### config.mk
export PLATFORM = sky130hd
export DESIGN_NAME = sw_sweep_capture
export DESIGN_NICKNAME = d
export VERILOG_FILES = /design/src/rtl/sw_sweep_capture.sv
export SDC_FILE = /design/constraint.sdc
export NUM_CORES = 1
export LEC_CHECK = 0
export ABC_CLOCK_PERIOD_IN_PS = 2080
export CELL_PAD_IN_SITES_DETAIL_PLACEMENT = 1
export CELL_PAD_IN_SITES_GLOBAL_PLACEMENT = 2
export CORE_ASPECT_RATIO = 1.25
export CORE_MARGIN = 10
export CORE_UTILIZATION = 35
export DETAILED_ROUTE_END_ITERATION = 7
export PLACE_DENSITY_LB_ADDON = 0.1
export SETUP_SLACK_MARGIN = 0.15
export SYNTH_ARGS = -nofsm -noshare
export SYNTH_HDL_FRONTEND = slang
export SYNTH_SLANG_ARGS = --single-unit
### constraint.sdc
create_clock -name CLK -period 2.08 [get_ports CLK]
set_clock_uncertainty 0.1 [all_clocks]
set_input_delay 0.208 -clock CLK [delete_from_list [all_inputs] [get_ports CLK]]
set_output_delay 0.208 -clock CLK [all_outputs]
set_load 0.05 [all_outputs]
### src/rtl/sw_sweep_capture.sv
// sw_sweep_capture: drives a nibble-replicated switch sweep {X,X,X} from X=F down to X=0,
// samples the LED response on the last cycle of each step into a 16-entry capture memory,
// and exposes the memory through a registered read port.
module sw_sweep_capture #(
    parameter int unsigned DWELL = 20
) (
    input  logic        CLK,
    input  logic        RST_N,
    input  logic        START,
    output logic [11:0] SW_OUT,
    input  logic [11:0] LED_IN,
    output logic        BUSY,
    output logic        DONE,
    input  logic [3:0]  RD_ADDR,
    output logic [11:0] RD_DATA
);

    // Last count value of a step; LED_IN is captured when the dwell counter reaches it.
    localparam logic [15:0] CntLast = 16'(DWELL - 1);

    typedef enum logic [1:0] {
        StIdle,
        StRun,
        StFin
    } state_e;

    state_e      state_q, state_d;
    logic [3:0]  x_q, x_d;
    logic [15:0] cnt_q, cnt_d;
    logic [11:0] sw_out_q, sw_out_d;
    logic        busy_q, busy_d;
    logic        done_q, done_d;
    logic [11:0] rd_data_q, rd_data_d;
    logic [11:0] mem_q [16];
    logic [11:0] mem_d [16];

    logic [3:0]  x_dec;
    logic        step_last;

    assign x_dec     = x_q - 4'd1;
    assign step_last = (cnt_q == CntLast);

    // Next-state logic for the sweep FSM, capture memory and read port.
    always_comb begin
        state_d  = state_q;
        x_d      = x_q;
        cnt_d    = cnt_q;
        sw_out_d = sw_out_q;
        busy_d   = busy_q;
        done_d   = done_q;
        mem_d    = mem_q;

        case (state_q)
            StIdle, StFin: begin
                // Memory is intentionally not cleared; each step overwrites its own entry.
                if (START) begin
                    state_d  = StRun;
                    x_d      = 4'hF;
                    cnt_d    = 16'd0;
                    sw_out_d = 12'hFFF;
                    busy_d   = 1'b1;
                    done_d   = 1'b0;
                end
            end
            StRun: begin
                // START is ignored here; the sweep always runs to completion.
                if (!step_last) begin
                    cnt_d = cnt_q + 16'd1;
                end else begin
                    mem_d[x_q] = LED_IN;
                    cnt_d      = 16'd0;
                    if (x_q != 4'h0) begin
                        x_d      = x_dec;
                        sw_out_d = {x_dec, x_dec, x_dec};
                    end else begin
                        // X==0 is the final step, so X never wraps back to F.
                        state_d  = StFin;
                        sw_out_d = 12'h000;
                        busy_d   = 1'b0;
                        done_d   = 1'b1;
                    end
                end
            end
            default: begin
                state_d  = StIdle;
                x_d      = 4'hF;
                cnt_d    = 16'd0;
                sw_out_d = 12'h000;
                busy_d   = 1'b0;
                done_d   = 1'b0;
            end
        endcase

        // Read uses the pre-write memory contents, so a same-edge write returns old data.
        rd_data_d = mem_q[RD_ADDR];
    end

    // State, output and memory registers; reset aborts any sweep in progress.
    always_ff @(posedge CLK or negedge RST_N) begin
        if (!RST_N) begin
            state_q   <= StIdle;
            x_q       <= 4'hF;
            cnt_q     <= 16'd0;
            sw_out_q  <= 12'h000;
            busy_q    <= 1'b0;
            done_q    <= 1'b0;
            rd_data_q <= 12'h000;
            for (int i = 0; i < 16; i++) begin
                mem_q[i] <= 12'h000;
            end
        end else begin
            state_q   <= state_d;
            x_q       <= x_d;
            cnt_q     <= cnt_d;
            sw_out_q  <= sw_out_d;
            busy_q    <= busy_d;
            done_q    <= done_d;
            rd_data_q <= rd_data_d;
            mem_q     <= mem_d;
        end
    end

    assign SW_OUT  = sw_out_q;
    assign BUSY    = busy_q;
    assign DONE    = done_q;
    assign RD_DATA = rd_data_q;

endmodule

==> results of run 1 <==
[report_power, final]
part	internal [mW]	total, mW	switching, mW
sequential	4.62	4.70	0.0799
combinational	0.389	0.855	0.466
clock	2.79	4.75	1.97
[cell type report]
type / count / area [um^2] / area share, %
Timing Repair Buffer: 152 / 1760 / 12.0
Tap cell: 412 / 515 / 3.53
Inverter: 2 / 7.51 / 0.0514
Clock inverter: 15 / 154 / 1.05
Multi-Input combinational cell: 410 / 5640 / 38.6
Clock buffer: 34 / 742 / 5.08
Sequential cell: 231 / 5790 / 39.6
[kinds of logic after synthesis]
kind of cell,count (synthesis),share of synthesized area [%]
xor+xnor,9,0.705
simple gates,110,7.47
mux,252,33.8
compound gates,33,2.10
fa+ha+maj,6,0.672
buf+inv,63,3.50
flops,231,51.8
[worst register-to-register path, stage by stage, from the launching register on]
cell,delay [ns]
dfrtp_1,0.41
nor4_4,0.35
buf_4,0.20
nand3_4,0.08
buf_12,0.16
nor3_4,0.14
buf_4,0.18
buf_16,0.15
mux2_1,0.33
[synth_stat cells (3+ instances only)]
cell type and number:
dfstp_2 4, o22a_1 4, mux2_2 96, nand4_4 7, buf_4 16, xor2_1 3
buf_1 3, nor2_1 20, nand4_1 8, o21ai_0 9, nor4_1 8, a31oi_1 4
nand2_1 15, mux2_1 26, ha_1 6, dfrtp_1 227, mux4_2 60, clkbuf_1 24
nor2b_1 6, buf_2 7, nor3_4 8, xnor2_1 6, nand3_1 13, buf_6 10
and3_1 4, mux2_4 70
[sequential cells by signal, indices dropped and copies added, names as in the netlist]
register / count
x_q: 4
BUSY: 1
SW_OUT: 4
state_q: 1
cnt_q: 16
RD_DATA: 12
mem_q: 192
DONE: 1
[stage by stage]
stage          setup TNS, ns  area, um^2
6_report               -9.53       14600
5_1_grt               -23.37       14600
4_1_cts                -6.68       14200
3_5_place_dp          -14.47       12700
3_3_place_gp          -12.39       12700
2_1_floorplan          -2.95       11200
[layer usage]
metal,vias to the layer above,track usage [%]
met3,19,2.17
li1,2868,-
met2,80,29.1
met4,0,3.26
met1,3648,20.2
met5,-,0
[repair_timing]
item	CTS	global route
resized for setup	139	68
pin swaps	22	21
buffers inserted	12	7
hold buffers	1	0
cloned	4	1
setup endpoints to repair	235	220
hold endpoints to repair	100	0
[worst max-delay path by stage]
| stage | start | to | slack, ns |
|---|---|---|---|
| floorplan | cnt_q[0] | mem_q[183] | -0.06 |
| global placement | cnt_q[7] | mem_q[182] | -0.16 |
| detailed placement | cnt_q[7] | mem_q[181] | -0.19 |
| CTS | cnt_q[13] | mem_q[104] | -0.08 |
| global route | cnt_q[7] | mem_q[111] | -0.22 |
| finish | cnt_q[7] | mem_q[111] | -0.13 |
==> metrics.txt, run 1 <==
placement row count=73; DR WL met2=about 17000 um; Slew Limit Headroom=about 56%; number of flops mapped to enable cells by yosys=0; final hold slack=0.128 ns; io pins=45; CP Cell Sequence=nor4_4 -> buf_4 -> nand3_4 -> buf_12 -> nor3_4 -> buf_4 -> buf_16 -> mux2_1; crit path DAT=2.52 ns; Num Clock Sinks=between 200 and 250; reg-to-reg endpoint=mem_q[111]; Syn Area/Cell=15.9 um^2; Final Hold Viols=0; vias per cell=~5.3; synth unique cells=57; reg2reg path depth=8; global route overflow=0; # port buffers=44; Worst path max stage delay=0.41 ns; family with the most delay on the worst path=buffers and inverters; syn_nets=729; CTS Root Cell=clkbuf_16; sequential share of the synthesized area=about half; Critical-path top delay cell=dfrtp_1; Detailed Routing Iterations Pass 1=4; pwr/cell area=706 nW/um^2; Metal-1 WL=13700 um; Async SR Flop Fraction=100%; CP Data Required Time=2.39 ns; GPL Wtd Cong=between 0.7 and 0.8; outcome=finished with violations; worst vdd ir=about 0.58 mV; max layer used=met4; gr usage total=around 16%; Routed met3 length=829 um; Period minus WS final=2.21 ns; worst setup margin=-0.130 ns; CTS tree=built; Yosys top cell by area=dfrtp_1; initial antenna violation count=0; #FFs+latches synth=between 200 and 250; CP max FO=8; Final ANT Viol Nets=0; DP HPWL=20200 um; Setup CP Type=flop to flop; RSZ-0062 raised after global routing=yes; crit start category=flop; max-slew violations=0; CP Depth=8; post-place setup slack=-0.195 ns; layout cells sized above 1=55.7%; most frequent cells in the layout=dfrtp_1, mux2_4, mux4_2, buf_4; WL final=31800 um; failing checks=setup timing; largest net degree at the start of global routing=72; DRT iter0 DRCs=353; fin cells=1256; Worst R2R Setup Slack=-0.13 ns; number of synthesis warnings=0; Wirelength per Cell=25.3 um; Starting Density=35.3%; ys flop type=dfrtp_1; Clk Latency, worst-skew pair=approximately 0.53 ns; Fillers=just over 3k; MaxCap Viol Count=0; Die Span Y=220 um; worst-margin pin slew=approximately 0.66 ns; via count=6615; Layout Nets=849; die area=a little under 40000 um^2; vias in the first global route=7667; Core ar.=31700 um^2; CP dominant cell by count=buf_4; CP bufs+invs=4; H-tree level count=1; period utilization=106%; Syn Inst Count=~700; Area growth syn-to-layout=30.7%; wire length of the first global-routing pass=between 40000 and 50000 um; Cell Area, Synth=11200 um^2; PnR Total Power=10.3 mW; total CTS buffers=27; DRC=0; CTS clk-pin slew, worst paths=0.06 ns; P_leak=6.80 nW; most common cell after layout, fill and taps aside=dfrtp_1; # diodes=0; HP Class=input pin to async pin; r2r startpoint=cnt_q[7]; die width=180 um; Bufs on Longest Clock Path=3; Critical Path End Type=flop; post-layout util=46.1%; dpl cells=1182; Synth area leaders=dfrtp_1, mux4_2, mux2_2; post-synth top area share=around half; fmax=453 MHz; final setup fails=151
Power figures use the tool's default switching activity.
==> run 2: changes to the inputs <==
- REMOVE_ABC_BUFFERS: unset -> 1
- TNS_END_PERCENT: unset -> 5
==> run 2 against run 1 <==
  * The run still ends with setup timing left
  * Worst setup slack better by 0.018 ns
  * First-iteration DRC count down 42%
  * Die area unchanged
  * Largest power group is now sequential cells
==> metrics.txt, run 2 (synthesis results as in run 1) <==
CP bufs+invs=4; TNS Setup=-4.31 ns; CP Data Required Time=about 2.4 ns; CTS clk-pin slew, worst paths=0.06 ns; most frequent cells in the layout=dfrtp_1, mux2_4, mux4_2, buf_4, buf_12; failing checks=setup timing; wire length of the first global-routing pass=49300 um; DP HPWL=19300 um; Die Span Y=around 220 um; Num Clock Sinks=231; RSZ-0062 raised after global routing=yes; Core ar.=31700 um^2; outcome=finished with violations; GPL Wtd Cong=0.789; H-tree level count=1; final hold slack=0.136 ns; Layout Nets=approximately 830; placement row count=73; Period minus WS final=2.19 ns; period utilization=105%; Clk Latency, worst-skew pair=between 0.5 and 0.6 ns; Critical Path End Type=flop; most common cell after layout, fill and taps aside=dfrtp_1; worst setup margin=-0.112 ns; Worst path max stage delay=0.36 ns; gr usage total=16.2%; dpl cells=1177; crit start category=flop; final setup fails=80; Critical-path top delay cell=dfrtp_1; reg-to-reg endpoint=mem_q[136]; Starting Density=a little over a third; Final ANT Viol Nets=0; r2r startpoint=cnt_q[0]; vias per cell=5.31; pwr/cell area=713 nW/um^2; HP Class=input pin to async pin; family with the most delay on the worst path=buffers and inverters; total CTS buffers=26; die area=39500 um^2; Worst R2R Setup Slack=-0.11 ns; # port buffers=44; fin cells=1237; P_leak=6.62 nW; DRC=0; reg2reg path depth=9; global route overflow=0; MaxCap Viol Count=0; post-place setup slack=-0.207 ns; die width=between 150 and 200 um; WL final=31800 um; io pins=45; Setup CP Type=flop to flop; DRT iter0 DRCs=between 200 and 250; most flop-heavy register=mem_q; Fillers=3096; crit path DAT=about 2.5 ns; Detailed Routing Iterations Pass 1=4; max-slew violations=0; CP Depth=9; Slew Limit Headroom=roughly 49%; initial antenna violation count=0; layout cells sized above 1=51.0%; Bufs on Longest Clock Path=3; Area growth syn-to-layout=26.6%; Wirelength per Cell=25.7 um; max FFs per register=~190; via count=~6.6k; CTS Root Cell=clkbuf_16; largest net degree at the start of global routing=64; CTS tree=built; worst vdd ir=between 0.6 and 0.7 mV; Final Hold Viols=0; CP max FO=8; CP Cell Sequence=ha_2 -> nor4b_4 -> buf_4 -> nand2_4 -> buf_12 -> nor3_4 -> buf_6 -> buf_16 -> mux2_4; fmax=456 MHz; # diodes=0; vias in the first global route=7607; worst-margin pin slew=between 0.7 and 0.8 ns
==> run 2: worst max-delay path by stage <==
stage	slack (ns)	start	end
final	-0.11	cnt_q[0]	mem_q[136]
after global routing	-0.21	cnt_q[12]	mem_q[143]
after CTS	-0.12	cnt_q[0]	mem_q[127]
after detailed placement	-0.21	cnt_q[11]	mem_q[99]
after global placement	-0.14	cnt_q[11]	mem_q[119]
after floorplan	-1.19	DONE	mem_q[180]
==> run 2: per-stage QoR <==
stage	instance area [um^2]	util, %	power (mW)
5_1_grt	14100	44.6	10.5
3_5_place_dp	12700	40.1	5.64
3_3_place_gp	12700	40.1	5.61
2_1_floorplan	10800	-	5.16
4_1_cts	14100	44.5	10.2
6_report	14100	44.6	10.1
==> run 2: worst register-to-register path, delay by kind of cell, from the launching register on <==
kind,cells,cell delay [ns]
buffers and inverters,4,0.66
DFF,1,0.36
and+or+nand+nor,3,0.46
muxes,1,0.31
adders and majority gates,1,0.18
==> run 2: routing by layer <==
metal | wire [um] | GRT usage [%] | share of wire [%] | up-vias
li1 | - | - | - | 2833
met1 | 13300 | 19.8 | 42 | 3576
met2 | 16400 | 28.5 | 52 | 106
met3 | 1130 | 2.54 | 3.5 | 48
met4 | 952 | 5.55 | 3.0 | 0
met5 | 0 | 0 | 0 | -
==> run 2: power breakdown <==
group          switching (mW)  internal, mW  total, mW
combinational           0.460         0.394      0.854
sequential             0.0751          4.62       4.70
clock                    1.87          2.66       4.54
total                    2.41          7.68       10.1
==> run 2: timing repair <==
action | 4_1_cts | 5_1_grt
hold buffers | 1 | 0
setup endpoints to repair | 242 | 219
hold endpoints to repair | 177 | 0
buffers inserted | 8 | 1
pin swaps | 24 | 16
cloned | 4 | 0
gates resized for setup | 135 | 14
==> run 2: area by class of cell <==
class	count	area (um^2)	share of cell area, %
timing repair buffer	136	1620	11.4
sequential	231	5790	40.9
clock inverter	9	72.6	0.513
tap	412	515	3.64
multi-input combinational	410	5390	38.1
inverter	2	7.51	0.0531
clock buffer	37	763	5.39
